`src/rtl/mem_arb_pkg.sv`:
```
// Shared types and geometry for the SRAM sequencer/arbiter.
// Latency: n/a (types and constants only).
// Backpressure: n/a.
package mem_arb_pkg;

    localparam int MEM_WORDS = 32;
    localparam int MEM_AW    = 5;
    localparam int MEM_DW    = 32;
    localparam int AC_AW     = 4;

    typedef enum logic [3:0] {
        IDLE,
        WB_WR,
        WB_RD,
        WB_RDC,
        AC_WR0,
        AC_WR1,
        AC_RD0,
        AC_RD1,
        AC_RDC,
        DONE
    } state_e;

    typedef enum logic {
        WB = 1'b0,
        AC = 1'b1
    } owner_e;

endpackage

```
`src/rtl/mem_rr_arb2.sv`:
```
// Two-input round-robin grant between the Wishbone and ASCON requesters.
// Latency: grant is combinational from the requests; last-winner flop updates on the granting edge.
// Backpressure: none here; the caller only consults the grant while idle.
// Ports: req_wb_i/req_ac_i requests, upd_en_i allows the tie history to advance,
//        gnt_vld_o any request present, gnt_o selected owner.
module mem_rr_arb2
    import mem_arb_pkg::*;
(
    input  logic   clk,
    input  logic   RST,
    input  logic   req_wb_i,
    input  logic   req_ac_i,
    input  logic   upd_en_i,
    output logic   gnt_vld_o,
    output owner_e gnt_o
);

    owner_e last_q;

    always_comb begin
        gnt_vld_o = req_wb_i | req_ac_i;
        gnt_o     = WB;
        if (req_wb_i && req_ac_i) begin
            // Tie: the side that did not win the previous tie goes first.
            gnt_o = (last_q == WB) ? AC : WB;
        end else if (req_ac_i) begin
            gnt_o = AC;
        end
    end

    // History only matters for ties, so only a tie moves it.
    always_ff @(posedge clk or posedge RST) begin
        if (RST) begin
            last_q <= WB;
        end else if (upd_en_i && req_wb_i && req_ac_i) begin
            last_q <= gnt_o;
        end
    end

endmodule

```
`src/rtl/mem_arbiter.sv`:
```
// Sequences single-word Wishbone and two-word ASCON accesses onto one 1R1W SRAM.
// Latency: WB write ack cycle 2, WB read ack 3, AC write ack 3, AC read ack 4 (cycle 0 = grant).
// Backpressure: requests are held until ack; one access in flight, new grant only in IDLE.
// Ports: wb_* Wishbone side (5-bit word addr), ac_* ASCON side (4-bit doubleword index),
//        mem_* direct SRAM write/read port controls, busy = not idle.
module mem_arbiter
    import mem_arb_pkg::*;
(
    input  logic                 clk,
    input  logic                 RST,
    input  logic                 wb_req,
    input  logic                 wb_we,
    input  logic [MEM_AW-1:0]    wb_addr,
    input  logic [MEM_DW-1:0]    wb_wdata,
    output logic                 wb_ack,
    output logic [MEM_DW-1:0]    wb_rdata,
    input  logic                 ac_req,
    input  logic                 ac_we,
    input  logic [AC_AW-1:0]     ac_addr,
    input  logic [2*MEM_DW-1:0]  ac_wdata,
    output logic                 ac_ack,
    output logic [2*MEM_DW-1:0]  ac_rdata,
    output logic                 busy,
    output logic                 mem_csb_w,
    output logic [MEM_AW-1:0]    mem_waddr,
    output logic [MEM_DW-1:0]    mem_wdata,
    output logic                 mem_csb_r,
    output logic [MEM_AW-1:0]    mem_raddr,
    input  logic [MEM_DW-1:0]    mem_rdata
);

    state_e              state_q;
    logic [MEM_AW-1:0]   addr_q;
    logic [2*MEM_DW-1:0] wdata_q;
    logic [MEM_DW-1:0]   wb_rdata_q;
    logic [2*MEM_DW-1:0] ac_rdata_q;
    logic                wb_ack_q;
    logic                ac_ack_q;

    logic   gnt_vld;
    owner_e gnt;
    logic   hi_word;

    mem_rr_arb2 u_rr (
        .clk       (clk),
        .RST       (RST),
        .req_wb_i  (wb_req),
        .req_ac_i  (ac_req),
        .upd_en_i  (state_q == IDLE),
        .gnt_vld_o (gnt_vld),
        .gnt_o     (gnt)
    );

    // Owner and direction are folded into the state encoding, so the
    // granting edge only needs to capture address and write data.
    always_ff @(posedge clk or posedge RST) begin
        if (RST) begin
            state_q    <= IDLE;
            addr_q     <= '0;
            wdata_q    <= '0;
            wb_rdata_q <= '0;
            ac_rdata_q <= '0;
            wb_ack_q   <= 1'b0;
            ac_ack_q   <= 1'b0;
        end else begin
            wb_ack_q <= 1'b0;
            ac_ack_q <= 1'b0;
            case (state_q)
                IDLE: begin
                    if (gnt_vld) begin
                        if (gnt == AC) begin
                            addr_q  <= {ac_addr, 1'b0};
                            wdata_q <= ac_wdata;
                            state_q <= ac_we ? AC_WR0 : AC_RD0;
                        end else begin
                            addr_q  <= wb_addr;
                            wdata_q <= {{MEM_DW{1'b0}}, wb_wdata};
                            state_q <= wb_we ? WB_WR : WB_RD;
                        end
                    end
                end
                WB_WR: begin
                    state_q  <= DONE;
                    wb_ack_q <= 1'b1;
                end
                WB_RD:  state_q <= WB_RDC;
                WB_RDC: begin
                    wb_rdata_q <= mem_rdata;
                    state_q    <= DONE;
                    wb_ack_q   <= 1'b1;
                end
                AC_WR0: state_q <= AC_WR1;
                AC_WR1: begin
                    state_q  <= DONE;
                    ac_ack_q <= 1'b1;
                end
                AC_RD0: state_q <= AC_RD1;
                AC_RD1: begin
                    // Low-word data returns while the high word is being read.
                    ac_rdata_q[MEM_DW-1:0] <= mem_rdata;
                    state_q                <= AC_RDC;
                end
                AC_RDC: begin
                    ac_rdata_q[2*MEM_DW-1:MEM_DW] <= mem_rdata;
                    state_q                       <= DONE;
                    ac_ack_q                      <= 1'b1;
                end
                DONE:    state_q <= IDLE;
                default: state_q <= IDLE;
            endcase
        end
    end

    // Second half of an ASCON access targets the odd word of the pair.
    assign hi_word = (state_q == AC_WR1) || (state_q == AC_RD1);

    assign mem_csb_w = !((state_q == WB_WR) || (state_q == AC_WR0) || (state_q == AC_WR1));
    assign mem_csb_r = !((state_q == WB_RD) || (state_q == AC_RD0) || (state_q == AC_RD1));
    assign mem_waddr = {addr_q[MEM_AW-1:1], addr_q[0] | hi_word};
    assign mem_raddr = {addr_q[MEM_AW-1:1], addr_q[0] | hi_word};
    assign mem_wdata = hi_word ? wdata_q[2*MEM_DW-1:MEM_DW] : wdata_q[MEM_DW-1:0];

    assign busy     = (state_q != IDLE);
    assign wb_ack   = wb_ack_q;
    assign ac_ack   = ac_ack_q;
    assign wb_rdata = wb_rdata_q;
    assign ac_rdata = ac_rdata_q;

endmodule

```
`config.mk`:
```
export PLATFORM = sky130hd
export DESIGN_NAME = mem_arbiter
export DESIGN_NICKNAME = d
export VERILOG_FILES = /design/src/rtl/mem_arb_pkg.sv /design/src/rtl/mem_rr_arb2.sv /design/src/rtl/mem_arbiter.sv
export SDC_FILE = /design/constraint.sdc
export NUM_CORES = 1
export LEC_CHECK = 0
export ABC_AREA = 1
export BUFFER_PORTS_ARGS = -buffer_cell sky130_fd_sc_hd__buf_2
export CAP_MARGIN = 20
export CORE_MARGIN = 5
export CORE_UTILIZATION = 45
export DETAILED_ROUTE_END_ITERATION = 7
export MAX_ROUTING_LAYER = met4
export PLACE_DENSITY = 0.75
export SYNTH_ARGS = -nofsm -noshare
export SYNTH_HDL_FRONTEND = slang
export SYNTH_SLANG_ARGS = --single-unit
```
`constraint.sdc`:
```
create_clock -name clk -period 16.4 [get_ports clk]
set_clock_uncertainty 0.2 [all_clocks]
set_input_delay 1.64 -clock clk [delete_from_list [all_inputs] [get_ports clk]]
set_output_delay 1.64 -clock clk [all_outputs]
set_load 0.1 [all_outputs]
```
* After elaboration in Yosys (flattened, before gate mapping)
Cells that the tools add are included.
** Word-level totals
- Word-level logic and storage cells :: 49
- Output and inout port bits :: 143
- Register bits after elaboration :: 172
- Input bits :: 143
** Cells by class
- Eq/ne operators :: 9
- Reduce and logical (&&, ||, !) cells :: 16
- Mux-type cells :: 13
- Bitwise logic cells :: 2
** Operators with widths (count)
- two-way mux 64 bit :: 1
- two-way mux 32 bit :: 1
- one-hot mux 4 bit (6 select lines) :: 1
- equality test 4 x 3 -> 1 bit (second input constant) :: 4
- equality test 4 x 2 -> 1 bit (second input constant) :: 2
- logical OR 1 bit :: 5
- two-way mux 1 bit :: 5
- two-way mux 5 bit :: 1
- equality test 4 x 1 -> 1 bit (second input constant) :: 1
- equality test 4 bit (second input constant) :: 1
- logical NOT 4 bit :: 1
- two-way mux 2 bit :: 2
- two-way mux 4 bit :: 1
- nonzero test 4 bit :: 1
- OR reduction 2 bit :: 2
- OR reduction 4 bit :: 1
- logical AND 1 bit :: 3
- two-way mux 3 bit :: 1
- logical NOT 1 bit :: 2
- != test 2 bit (second input constant) :: 1
- bitwise OR 1 bit :: 2
- AND reduction 2 bit :: 1

* Longest topological paths before layout
- Word-level depth :: 5
- Mapped depth :: 8

* Modules after synthesis
Synthesis repeated with hierarchy kept, for this count alone.
** Unflattened totals
- Cell total of the unflattened synthesis :: 815
- Area total of the unflattened synthesis :: 7385.8 µm²
** By module, submodules not included
- mem_arbiter :: sequential area each 4279.1 µm², area each 7320.8 µm², cells an instance 806, times used 1
- mem_rr_arb2 :: sequential area each 25.0 µm², area each 65.1 µm², cells an instance 9, times used 1

* Worst setup path after synthesis
Ideal clock, no wire load.
- Kind :: reg-to-output
- Start :: reg state_q[3]
- End :: out mem_wdata[0]
- Path buffers :: 2
- Arrival :: 3091 ps
- Cell stages (with the launch flop) :: 8
- Setup slack :: 11469 ps
- Cell sequence :: dfrtp_1 -> inv_2 -> nand2_1 -> inv_1 -> nand2_1 -> buf_2 -> buf_2 -> o21ai_0
** Between the ends
- Word-level cells in the longest chain between the ends :: 3
** Ends and longest elaborated chain
- from (decl) :: RTL line mem_arbiter.sv:32 : state_e state_q;
- from (signal assigned) :: RTL line mem_arbiter.sv:74 : state_q <= ac_we ? AC_WR0 : AC_RD0;
- from (signal assigned) :: RTL line mem_arbiter.sv:78 : state_q <= wb_we ? WB_WR : WB_RD;
- equality test 4 x 3 -> 1 bit :: RTL line mem_arbiter.sv:115 : assign hi_word = (state_q == AC_WR1) || (state_q == AC_RD1);
- logical OR 1 bit (*) :: RTL line mem_arbiter.sv:115
- two-way mux 32 bit (*) :: RTL line mem_arbiter.sv:121 : assign mem_wdata = hi_word ? wdata_q[2*MEM_DW-1:MEM_DW] : wdata_q[MEM_DW-1:0];
- to (decl) :: RTL line mem_arbiter.sv:26 : output logic [MEM_DW-1:0] mem_wdata,
Every way passes the cells marked *; elsewhere a longest branch is shown, timed or not.

* Final worst setup path
- Start :: reg state_q[3]
- End :: out mem_wdata[31]
Same word-level chain as after synthesis.

==> results.txt <==
The run finished with clean final reports. The first-pass GRT wire length came out at 31900 um. By area, the combinational part of the netlist is dominated by compound AO/OA/AOI/OAI gates. The delay of the slowest cell on the worst path came out at 0.50 ns. The library cell with the largest summed area after synthesis is sky130_fd_sc_hd__dfrtp_1. The number of core rows came out at 46. The depth of the CTS H-tree is 4. The max-slew violation total from the final report came out at 0. The number of buffers inserted during clock tree synthesis came out at 17.

The share of post-route cells with drive strength above 1 came out at 32.2%. The number of global-route vias before repair is 6184. TritonCTS built the clock tree. The startpoint identified for the worst register-to-register timing path is u_rr.last_q.

In this run, post-CTS repair resized a total of 0 instances. The kind of cell adding the most delay to the critical path is buffers and inverters. The worst setup path is launched from a flop. The top metal layer carrying routed signals is met4. The critical path data required time is 14.56 ns.

The half-perimeter wire length of the detailed placement result is 13900 um. The ratio of routed vias to standard cells is 5.04. During placement, the flow inserted port buffers numbering 285. The register bit count reported by yosys came out at 172. The maximum fanout along the worst path is 60. The average cell area after synthesis came out at 8.93 um^2. In this run the horizontal extent of the chip is 137 um. For the pin with the worst max-slew slack, the measured transition is 0.932 ns. No sink is reached through more buffers than the 2 on the longest clock path. Walking the worst path, the cells encountered are inv_2 -> nand2_1 -> inv_1 -> nand2_2 -> buf_12 -> o21ai_0 -> buf_2. The final period utilization is 25.4%. The overall fraction of global-route tracks in use came out at 22.0%. The number of fill cells came out at 1405. After synthesis, the cell types taking the most area are sky130_fd_sc_hd__dfrtp_1 (59%), sky130_fd_sc_hd__o21ai_0 (14%), sky130_fd_sc_hd__nand2_1 (7.1%), sky130_fd_sc_hd__o21ai_1 (4.0%), sky130_fd_sc_hd__inv_1 (3.7%).

The met2 wire length came out at 9710 um. The slowest stage of the critical path belongs to the cell sky130_fd_sc_hd__buf_2. The final setup slack of the worst path is 12.23 ns. The fraction of the yosys area taken by sequential cells is 58.9%. Among all flip-flop cells after synthesis, the most frequent one is sky130_fd_sc_hd__dfrtp_1. The count of buffering cells on the critical path with inverters included came out at 4. The synthesized design devotes to its leading area cell type 58.9% of total area. STA classifies the critical path endpoint as an output pin. The master cell of the clock root buffer is sky130_fd_sc_hd__clkbuf_16.

The post-synthesis share of cell area spent on full adders, half adders and majority gates is 0%. The proportion of synthesized area in mux cells is 0%. The count of cell types in the netlist is 23. The total standard cell area after synthesis came out at 0.00731 mm^2. The post-detailed-route count of antenna-violating nets is 0.

The fraction of synthesis flops using an asynchronous set or reset pin came out at 100%. Entering global routing, the biggest net connects 97 pins. The post-detailed-route DRC marker count came out at 0. The met3 routed wirelength is 1870 um. The commonest cells after synthesis are sky130_fd_sc_hd__o21ai_0 (202), sky130_fd_sc_hd__dfrtp_1 (172), sky130_fd_sc_hd__nand2_1 (139).

The chip height is 137 um. The total negative slack is 0 ns. The sink of the worst hold path is wb_rdata[7]. The arrival time reported for the critical path endpoint is 2.33 ns. The startpoint identified for the worst hold timing path is wb_rdata[7]. After clock tree synthesis, the flow added hold-fix buffers numbering 0. The area of the core came out at 0.0159 mm^2. The number of vias in the routed layout came out at 6541. The number of hold violations in the final report is 0. The final standard cell utilization of the core came out at 59.1%. The setup path with the least slack is of type reg -> out.

The routability congestion estimate from global placement came out at 0.879. The full die area is 0.0189 mm^2. The first routing iteration left 461 violations.

Once placement completed, the tool counted placed cells totaling 1261. The number of cells on the worst reg-to-reg path is 6. The met1 wire length came out at 8540 um. The number of instances on the worst hold path is 2. The area overhead of the layout relative to synthesis came out at 28.5%. Setup repair after global routing left no endpoint under its margin. The maximum clock rate is 240 MHz.

OpenSTA, run right after detailed placement, puts the worst setup slack at 12.14 ns. The worst slew margin relative to its limit came out at 37.9%. The total wire length after detailed routing came out at 20400 um.

Setup violations remaining at the end of the flow were counted as 0. The net count of the finished layout is 1208. Across all register-to-register paths, the minimum setup slack is 13.58 ns. The synthesized-area fraction occupied by ao, oa, aoi and oai cells is 19.6%.

The post-synthesis xor/xnor area fraction came out at 0%. The number of flops mapped to enable cells by yosys came out at 0. The dominant cell by count in the synthesized netlist is sky130_fd_sc_hd__o21ai_0.

The min-delay analysis places its worst path in the category reg -> reg. After technology mapping, the gate count stands at 819. The I/O pin count came out at 286. The detailed-router iteration count before antenna repair came out at 4. Synthesis produced a netlist with a net count of 962. The average routed wire per standard cell is 15.7 um.

Counting I/O delays and the setup requirement, the final critical path takes 4.17 ns. After Yosys synthesis, and, or, nand and nor cells account for 12.7% of the synthesized area. The total grt overflow is 0. Excluding fillers, the count of instances in the completed layout stands at 1297. In this run the critical register-to-register path is captured at wdata_q[29]. The post-CTS setup-driven buffer insertion count came out at 0. The clock-pin slew reported for the worst setup and hold paths after clock tree synthesis came out at 0.06 ns.

The number of antenna violations at the first check in global routing is 3. The source-to-sink clock delay at the later pin of the worst-skew pair is 0.42 ns. Max-cap violations in this run came to 0. For this configuration, the core starts out at a cell density of 46.0%. The count of clock tree sinks is 172. During synthesis, Yosys emitted a total of 0 warnings.
[layer usage]
layer,vias to the layer above,GRT usage [%]
li1,3174,-
met1,3064,30.1
met2,286,33.2
met3,17,5.30
met4,0,5.76
met5,-,-
[worst max-delay path by stage]
stage	slack, ns	cells past startpoint	endpoint	start
final	12.23	7	mem_wdata[31]	state_q[3]
after global routing	12.09	7	mem_wdata[31]	state_q[3]
after CTS	11.66	6	mem_wdata[31]	state_q[3]
after detailed placement	12.14	6	mem_wdata[31]	state_q[3]
after global placement	12.16	6	mem_wdata[31]	state_q[3]
after floorplan	9.90	1	ac_ack	RST
[layout by cell type, fill, tap and decap left out, drive strengths merged, types with 3 or more instances in the layout]
| cell type | n |
|---|---|
| buf | 294 |
| o21ai | 271 |
| dfrtp | 172 |
| nand2 | 141 |
| inv | 78 |
| nor2 | 44 |
| nand3 | 41 |
| clkbuf | 20 |
| bufinv | 4 |
| clkinvlp | 4 |
| diode | 3 |
[logic make-up after synthesis]
family          count (synthesis)
flops                         172
compound gates                277
simple gates                  228
buf+inv                       142
[worst reg2reg max path: cells and delay by family, from the launching register on]
family | cells | cell delay (ns)
buffers and inverters | 2 | 1.21
AND/OR/NAND/NOR | 2 | 0.59
AO/OA/AOI/OAI | 2 | 0.33
flip-flops | 1 | 0.39
[state kept, by name, summed over array words and instances (netlist names)]
| signal | count |
|---|---|
| ac_ack | 1 |
| ac_rdata | 64 |
| addr_q | 5 |
| state_q | 4 |
| u_rr.last_q | 1 |
| wb_ack | 1 |
| wb_rdata | 32 |
| wdata_q | 64 |
[metrics by stage]
stage	cell area [um^2]	hold slack, ns
final	9390	0.279
after global placement	8720	0.261
after floorplan	7310	0.259
after CTS	9370	0.284
after global routing	9390	0.300
after detailed placement	8720	0.268
[area by class of cell]
type | count | area (um^2) | area share [%]
diodes | 3 | 7.51 | 0.0799
clock buffers | 20 | 457 | 4.86
clock inverters | 12 | 184 | 1.96
inverters | 75 | 287 | 3.05
multi-input cells | 505 | 2380 | 25.3
flip-flops and latches | 172 | 4300 | 45.8
well taps | 216 | 270 | 2.88
repair buffers | 294 | 1510 | 16.0
Power is not shown: default switching activity piles up to over one toggle a cycle in this logic, so the estimate is an artifact.
